### src/rtl/uart_rx_fifo.sv
// uart_rx_fifo: receive-side circular FIFO between the UART receiver and the bus slave.
// Captures a byte on each rx_done cycle and presents the oldest byte first-word-fall-through.
// Reports occupancy, status flags and a sticky overrun flag for dropped bytes.
module uart_rx_fifo #(
    parameter int unsigned DATA_W    = 8,
    parameter int unsigned ADDR_W    = 4,
    parameter int unsigned AFULL_LVL = 12
) (
    input  logic              clk,
    input  logic              reset,
    input  logic              rx_done,
    input  logic [DATA_W-1:0] r_data,
    input  logic              rd_en,
    output logic [DATA_W-1:0] rd_data,
    output logic              empty,
    output logic              full,
    output logic              almost_full,
    output logic [ADDR_W:0]   count,
    output logic              overrun,
    input  logic              ovr_clr
);

    localparam int unsigned DEPTH = 1 << ADDR_W;
    localparam int unsigned CNT_W = ADDR_W + 1;

    logic [DATA_W-1:0] mem [DEPTH];

    logic [ADDR_W-1:0] wr_ptr_q, wr_ptr_d;
    logic [ADDR_W-1:0] rd_ptr_q, rd_ptr_d;
    logic [CNT_W-1:0]  count_q, count_d;
    logic              empty_q, empty_d;
    logic              full_q, full_d;
    logic              afull_q, afull_d;
    logic              overrun_q, overrun_d;

    logic              do_pop;
    logic              do_wr;
    logic              drop;

    // Accept/drop decisions and next-state for pointers, count, flags.
    // A full FIFO still accepts a write when a pop frees a slot in the same cycle.
    always_comb begin
        do_pop    = 1'b0;
        do_wr     = 1'b0;
        drop      = 1'b0;
        wr_ptr_d  = wr_ptr_q;
        rd_ptr_d  = rd_ptr_q;
        count_d   = count_q;
        overrun_d = overrun_q;

        do_pop = rd_en && !empty_q;
        do_wr  = rx_done && (!full_q || do_pop);
        drop   = rx_done && full_q && !do_pop;

        if (do_wr) begin
            wr_ptr_d = wr_ptr_q + ADDR_W'(1);
        end
        if (do_pop) begin
            rd_ptr_d = rd_ptr_q + ADDR_W'(1);
        end
        count_d = count_q + CNT_W'(do_wr) - CNT_W'(do_pop);

        // Set wins over clear when a drop coincides with ovr_clr.
        if (drop) begin
            overrun_d = 1'b1;
        end else if (ovr_clr) begin
            overrun_d = 1'b0;
        end

        empty_d = (count_d == CNT_W'(0));
        full_d  = (count_d == CNT_W'(DEPTH));
        afull_d = (count_d >= CNT_W'(AFULL_LVL));
    end

    // Control and status registers; asynchronously cleared.
    always_ff @(posedge clk or posedge reset) begin
        if (reset) begin
            wr_ptr_q  <= '0;
            rd_ptr_q  <= '0;
            count_q   <= '0;
            empty_q   <= 1'b1;
            full_q    <= 1'b0;
            afull_q   <= 1'b0;
            overrun_q <= 1'b0;
        end else begin
            wr_ptr_q  <= wr_ptr_d;
            rd_ptr_q  <= rd_ptr_d;
            count_q   <= count_d;
            empty_q   <= empty_d;
            full_q    <= full_d;
            afull_q   <= afull_d;
            overrun_q <= overrun_d;
        end
    end

    // Storage array; contents are not reset.
    always_ff @(posedge clk) begin
        if (do_wr) begin
            mem[wr_ptr_q] <= r_data;
        end
    end

    assign rd_data     = mem[rd_ptr_q];
    assign empty       = empty_q;
    assign full        = full_q;
    assign almost_full = afull_q;
    assign count       = count_q;
    assign overrun     = overrun_q;

endmodule
### config.mk
export PLATFORM = sky130hd
export DESIGN_NAME = uart_rx_fifo
export DESIGN_NICKNAME = d
export VERILOG_FILES = /design/src/rtl/uart_rx_fifo.sv
export SDC_FILE = /design/constraint.sdc
export NUM_CORES = 1
export LEC_CHECK = 0
export ABC_AREA = 1
export BUFFER_PORTS_ARGS = -buffer_cell sky130_fd_sc_hd__buf_4
export CORE_AREA = 2 2 124 126
export DETAILED_ROUTE_END_ITERATION = 8
export DIE_AREA = 0 0 126 128
export SLEW_MARGIN = 0
export SYNTH_ARGS = -nofsm -noshare
export SYNTH_HDL_FRONTEND = slang
export SYNTH_SLANG_ARGS = --single-unit
### constraint.sdc
create_clock -name clk -period 2.36 [get_ports clk]
set_input_delay 0.118 -clock clk [delete_from_list [all_inputs] [get_ports clk]]
set_output_delay 0.118 -clock clk [all_outputs]
set_load 0.01 [all_outputs]
==> impl_results.rst, run 1 <==
.. list-table::
   :header-rows: 1

   * - Metric
     - Value
   * - Distinct cells, synth
     - 23
   * - Post-DP HPWL
     - 9.03 mm
   * - Die Wd
     - 126 um
   * - Post-Route WL
     - 14.6 mm
   * - Power per standard cell area
     - 1240 mW/mm^2
   * - RR Endpoint
     - empty
   * - Post-route minimum period
     - 2300 ps
   * - Drt drc
     - 0
   * - Worst hold path class
     - input pin to flip-flop
   * - Worst Hold Slack
     - 52.5 ps
   * - Run status
     - finished clean
   * - Max Buffers Root-to-Sink
     - 2
   * - Vias after detailed routing
     - 4283
   * - Final number of hold-violating endpoints
     - 0
   * - Root buffer cell
     - sky130_fd_sc_hd__clkbuf_16
   * - Antenna-violating nets left
     - 0
   * - #FFs+latches synth
     - 145
   * - Leading cell type in the layout, fill and taps excluded
     - sky130_fd_sc_hd__nand2_1
   * - Clock latency on the worst-skew pair
     - 420 ps
   * - Share of the core filled with cells in the final layout
     - 0.520
   * - Die Outline Area
     - 0.0161 mm^2
   * - Cells along the critical path
     - inv_2 > nand2_4 > nand2_2 > nand2_2 > ha_4 > inv_2 > ha_4 > inv_2 > fa_1 > inv_2 > or2_4 > nor2_4 > nand3_2 > nor2_1
   * - Source of the worst hold timing path
     - r_data[1]
   * - Crit Path Max Fanout
     - 3
   * - Maximum frequency from static timing analysis
     - 0.435 GHz
   * - Worst R2R Path Depth
     - 14
   * - Arrival @ worst endpoint
     - 2660 ps
   * - Worst slew margin relative to its limit
     - 0.529
   * - Final GP Congestion
     - 0.822
   * - Effective utilization at floorplan
     - 0.437
   * - Crit. End Element
     - flip-flop
   * - Stage delay of the slowest cell on the critical path
     - 540 ps
   * - Max-capacitance violation count
     - 0
   * - Crit share post-route
     - 0.975
   * - Cell count after synthesis
     - 632
   * - Leakage
     - 3.40 nW
   * - Aggregate global-route resource usage
     - 0.191
   * - Initial antenna violation count
     - 0
   * - Post-detailed-route via-to-cell ratio
     - 4.83
   * - Total chip power
     - 9.58 mW
   * - Startpoint types
     - flip-flop
   * - Most used cell along the critical path
     - sky130_fd_sc_hd__inv_2
   * - Total overflow reported by the global router
     - 0
   * - Fin Clk Skew
     - 10.5 ps
   * - Pin count of the biggest net entering global routing
     - 83
   * - Number of global-route vias before repair
     - 4295
   * - Total standard cell area after synthesis
     - 0.00650 mm^2
   * - Number of pins with negative max-slew slack in the final report
     - 0
   * - First-pass GRT wire length
     - 23.1 mm
   * - Warnings from Yosys
     - 0
   * - Highest-count cells in the layout ignoring fill and taps
     - 144 x sky130_fd_sc_hd__nand2_1, 128 x sky130_fd_sc_hd__edfxtp_1, 127 x sky130_fd_sc_hd__inv_1
   * - Dominant cells by area after synthesis
     - sky130_fd_sc_hd__edfxtp_1 59%, sky130_fd_sc_hd__nand3_1 9.0%, sky130_fd_sc_hd__nand2_1 8.5%
   * - Post-Synthesis Mean Instance Area
     - 10.3 um^2
   * - Startpoint of the worst register-to-register path
     - empty
   * - Post-layout net count
     - 709
   * - Number of top-level pins
     - 30
   * - Per-cell routed wire length
     - 16.5 um
   * - Count of cells along the worst hold path
     - 1
   * - TritonCTS clock tree
     - yes
   * - Synthesis-to-finish area growth
     - 18.9%
   * - Clock Pin Slew Worst Setup and Hold Paths
     - 60 ps
   * - Worst Path Required
     - 2720 ps
   * - Endpoints failing setup
     - 0
   * - Area share of the largest cell type after synthesis
     - 0.592
   * - Endpoint, Worst Hold
     - mem[14][1]
   * - Total iterations of the first detailed-routing run
     - 5
   * - IO buf count
     - 29
   * - Share of final-layout standard cells stronger than drive strength 1
     - 0.150
   * - Biggest area consumer among synthesized cells
     - sky130_fd_sc_hd__edfxtp_1
   * - Y dimension of the die
     - 128 um
   * - Critical path's slowest cell
     - sky130_fd_sc_hd__dfstp_2
   * - H-Tree Level Count
     - 4
   * - Site Rows
     - 45
   * - Worst IR drop on VDD
     - 0.807 mV
   * - RSZ-0062 raised after global routing
     - true
   * - TritonCTS Buffers
     - 17
   * - Clock net sink count
     - 145
   * - Synthesized netlist net count
     - 656
   * - Placeable core region
     - 0.0149 mm^2
   * - Measured slew at the worst slew-check pin
     - 702 ps
   * - Slack of the worst reg-to-reg path
     - 60 ps
   * - # diodes
     - 0
   * - Sequential cell area fraction in the yosys report
     - 0.657
   * - Kind of critical path
     - flip-flop to flip-flop
   * - Initial drt markers
     - 330
-- cells by family after synthesis --
logic type | after synthesis | synth area share
and+or+nand+nor | 301 | 0.203
AOI/OAI and AO/OA | 7 | 0.00539
xor gates and xnor gates | 8 | 0.0108
adders and majority gates | 11 | 0.0223
DFF | 145 | 0.657
buffers and inverters | 160 | 0.101
-- Yosys cell counts --
master	instances
sky130_fd_sc_hd__a21oi_1	2
sky130_fd_sc_hd__buf_2	16
sky130_fd_sc_hd__buf_4	1
sky130_fd_sc_hd__buf_6	4
sky130_fd_sc_hd__clkbuf_1	4
sky130_fd_sc_hd__clkinv_1	2
sky130_fd_sc_hd__dfrtp_1	16
sky130_fd_sc_hd__dfstp_2	1
sky130_fd_sc_hd__edfxtp_1	128
sky130_fd_sc_hd__fa_1	1
sky130_fd_sc_hd__ha_1	10
sky130_fd_sc_hd__inv_1	132
sky130_fd_sc_hd__inv_2	1
sky130_fd_sc_hd__nand2_1	147
sky130_fd_sc_hd__nand3_1	117
sky130_fd_sc_hd__nand4_1	1
sky130_fd_sc_hd__nor2_1	19
sky130_fd_sc_hd__o21ai_0	5
sky130_fd_sc_hd__or2_0	7
sky130_fd_sc_hd__or2_1	7
sky130_fd_sc_hd__or2_2	3
sky130_fd_sc_hd__xnor2_1	2
sky130_fd_sc_hd__xor2_1	6
-- state kept, by name, summed over array words and instances (netlist names) --
signal       count
overrun          1
count            5
mem            128
almost_full      1
wr_ptr_q         4
empty            1
rd_ptr_q         4
full             1
-- through the flow --
step | setup WS (ps) | setup TNS (ps) | cells | area, um^2
6_report | 59.1 | 0 | 886 | 7730
5_1_grt | -61.1 | -122 | 886 | 7730
4_1_cts | -29.1 | -29.1 | 886 | 7720
3_5_place_dp | -128 | -214 | 850 | 7040
3_3_place_gp | -9.75 | -9.75 | 850 | 7040
2_1_floorplan | 6.08 | 0 | 632 | 6500
-- worst max-delay path, delay by kind of cell, from the launching register on --
kind,cells,cell delay (ps)
adders and majority gates,3,820
DFF,1,540
buffers and inverters,4,170
and+or+nand+nor,7,730
-- metal layers --
layer / track usage / routed length [um] / part of all wire / vias up
li1: - / - / - / 2125
met1: 0.249 / 6370 / 0.44 / 2045
met2: 0.328 / 7440 / 0.51 / 106
met3: 0.0396 / 677 / 0.046 / 7
met4: 0.0530 / 112 / 0.0077 / 0
met5: 0 / 0 / 0 / -
-- how the worst max path moves through the flow --
stage          cells after the start    end  slack, ps   from
3_5_place_dp                      14   full       -130  empty
5_1_grt                           14  empty        -60  empty
2_1_floorplan                     14  empty          6  empty
4_1_cts                           14   full        -30  empty
3_3_place_gp                      14   full        -10  empty
6_report                          14  empty         60  empty
-- report_power, final --
| part | internal (mW) | switching, mW | total (mW) | leakage [nW] |
|---|---|---|---|---|
| combinational | 1.29 | 2.26 | 3.55 | 1.76 |
| sequential | 3.15 | 0.184 | 3.34 | 1.36 |
| clock | 1.66 | 1.03 | 2.69 | 0.283 |
| total | 6.11 | 3.47 | 9.58 | 3.40 |
-- cell type report --
class | instances | area, um^2
Inverter | 135 | 509
Sequential cell | 145 | 4270
Multi-Input combinational cell | 327 | 1630
Tap cell | 188 | 235
Fill cell | 1297 | 7140
Clock buffer | 19 | 433
Clock inverter | 13 | 163
Timing Repair Buffer | 59 | 488
-- timing repair --
item / CTS / global route
hold buffers: 3 / 0
setup buffers: 1 / 0
endpoints found under the setup margin: 2 / 5
resized for setup: 9 / 6
pin swaps: 6 / 7
endpoints found under the hold margin: 17 / 0
cloned: 0 / 0
Power figures use the tool's default switching activity.
==> run 2: changes to the inputs <==
--- a/config.mk
+++ b/config.mk
@@ -7,9 +7,10 @@
 export LEC_CHECK = 0
 export ABC_AREA = 1
 export BUFFER_PORTS_ARGS = -buffer_cell sky130_fd_sc_hd__buf_4
-export CORE_AREA = 2 2 124 126
+export CORE_AREA = 2 2 112 114
 export DETAILED_ROUTE_END_ITERATION = 8
-export DIE_AREA = 0 0 126 128
+export DIE_AREA = 0 0 114 116
+export PLACE_DENSITY = 0.74
 export SLEW_MARGIN = 0
 export SYNTH_ARGS = -nofsm -noshare
 export SYNTH_HDL_FRONTEND = slang
==> impl_results.rst, run 2 (same netlist as run 1, synthesis figures left out) <==
.. list-table::
   :header-rows: 1

   * - Metric
     - Value
   * - Run status
     - finished clean
   * - Sequential cell area
     - 0.00427 mm^2
   * - Stage delay of the slowest cell on the critical path
     - 540 ps
   * - Kind of critical path
     - flip-flop to flip-flop
   * - Measured slew at the worst slew-check pin
     - 671 ps
   * - Total chip power
     - 10.1 mW
   * - Total iterations of the first detailed-routing run
     - 5
   * - Die Outline Area
     - 0.0132 mm^2
   * - Worst hold path class
     - input pin to flip-flop
   * - Synthesis-to-finish area growth
     - 22.6%
   * - Flip-flop count of the largest register, all copies and words added
     - 128
   * - Share of final-layout standard cells stronger than drive strength 1
     - 0.192
   * - Crit Path Max Fanout
     - 3
   * - TritonCTS clock tree
     - yes
   * - Highest-count cells in the layout ignoring fill and taps
     - 140 x sky130_fd_sc_hd__nand2_1, 128 x sky130_fd_sc_hd__edfxtp_1, 126 x sky130_fd_sc_hd__inv_1
   * - Worst slew margin relative to its limit
     - 0.552
   * - Clock Pin Slew Worst Setup and Hold Paths
     - 60 ps
   * - Power per standard cell area
     - 1260 mW/mm^2
   * - Fillcell total
     - 856
   * - Fin Clk Skew
     - 8.20 ps
   * - # diodes
     - 0
   * - Critical path's slowest cell
     - sky130_fd_sc_hd__dfstp_2
   * - First-pass GRT wire length
     - 22.4 mm
   * - Multi-input gate area
     - 0.00173 mm^2
   * - H-Tree Level Count
     - 4
   * - Worst Path Required
     - 2700 ps
   * - Per-cell routed wire length
     - 17.2 um
   * - Die Wd
     - 114 um
   * - Number of global-route vias before repair
     - 4453
   * - Vias after detailed routing
     - 4485
   * - Drt drc
     - 0
   * - Aggregate global-route resource usage
     - 0.231
   * - Number of top-level pins
     - 30
   * - Clock latency on the worst-skew pair
     - 410 ps
   * - RSZ-0062 raised after global routing
     - true
   * - Largest Register
     - mem
   * - Y dimension of the die
     - 116 um
   * - Arrival @ worst endpoint
     - 2680 ps
   * - Placeable core region
     - 0.0119 mm^2
   * - Total overflow reported by the global router
     - 0
   * - Max-capacitance violation count
     - 0
   * - Share of the core filled with cells in the final layout
     - 0.669
   * - Clock net sink count
     - 145
   * - Leading cell type in the layout, fill and taps excluded
     - sky130_fd_sc_hd__nand2_1
   * - Site Rows
     - 40
   * - Root buffer cell
     - sky130_fd_sc_hd__clkbuf_16
   * - Post-DP HPWL
     - 8.74 mm
   * - Maximum frequency from static timing analysis
     - 0.427 GHz
   * - Final GP Congestion
     - 0.884
   * - Number of pins with negative max-slew slack in the final report
     - 0
   * - Crit share post-route
     - 0.993
   * - Worst IR drop on VDD
     - 1.02 mV
   * - Leakage
     - 3.53 nW
   * - Final number of hold-violating endpoints
     - 0
   * - Max Buffers Root-to-Sink
     - 2
   * - Crit. End Element
     - flip-flop
   * - TritonCTS Buffers
     - 17
   * - Endpoints failing setup
     - 0
   * - Antenna-violating nets left
     - 0
   * - Post-layout net count
     - 720
   * - Post-detailed-route via-to-cell ratio
     - 5.24
   * - Initial drt markers
     - 395
   * - Post-route minimum period
     - 2340 ps
   * - Cells along the critical path
     - inv_2 > nand2_4 > nand2_4 > nand2_4 > ha_4 > inv_4 > ha_4 > inv_2 > fa_1 > inv_2 > or2_4 > nor2_4 > nand3_2 > nor2_2
   * - Post-Route WL
     - 14.7 mm
   * - IO buf count
     - 29
   * - Effective utilization at floorplan
     - 0.545
   * - Final setup TNS
     - 0 ps
   * - Initial antenna violation count
     - 0
   * - Startpoint types
     - flip-flop
   * - Pin count of the biggest net entering global routing
     - 83
[run 2: per-layer routing]
metal | wire length [um] | global-route usage
met4 | 328 | 0.0984
met5 | 0 | 0
met2 | 7520 | 0.394
met1 | 5970 | 0.286
met3 | 887 | 0.0533
[run 2: path summary, 6_finish.rpt]
check                          start          end  slack (ps)  cells past startpoint
hold reg to reg             count[0]     count[0]         580                      1
max in group asynchronous      reset  rd_ptr_q[0]        1520                      3
setup reg to reg               empty         full          20                     14
setup / recovery               empty         full          20                     14
min in group asynchronous      reset  wr_ptr_q[1]         370                      3
hold / removal             r_data[2]   mem[13][2]          30                      1
[run 2: metrics by stage]
step | setup WS [ps] | hold WS [ps] | cell area, um^2 | instances
after CTS | -2.80 | 23.6 | 7810 | 855
after floorplan | 6.08 | 43.3 | 6500 | 632
after detailed placement | -91.8 | 258 | 7010 | 813
final | 17.1 | 27.9 | 7970 | 856
after global placement | 4.51 | 243 | 7010 | 813
after global routing | -49.8 | 24.7 | 7970 | 856
[run 2: area by class of cell]
class	instances	area share
clock inverter	15	0.0302
inverter	135	0.0644
clock buffer	17	0.0534
timing repair buffer	70	0.0757
multi-input combinational	327	0.217
sequential	145	0.536
tap	147	0.0231
[run 2: critical path: cells and delay by family (launching register included)]
family,cells,cell delay (ps)
flip-flops,1,540
AND/OR/NAND/NOR,7,730
buffers and inverters,4,170
adder cells (fa/ha/maj),3,820
[run 2: timing repair]
item,in CTS,in global routing
hold buffers,3,0
pin swaps,7,9
gates resized for setup,13,44
endpoints found under the setup margin,4,132
setup buffers,7,2
hold endpoints to repair,17,0
[run 2: power by group]
group	switching, mW	internal, mW	total (mW)
Clock	1.01	1.98	2.99
Combinational	2.39	1.37	3.76
Sequential	0.168	3.15	3.32
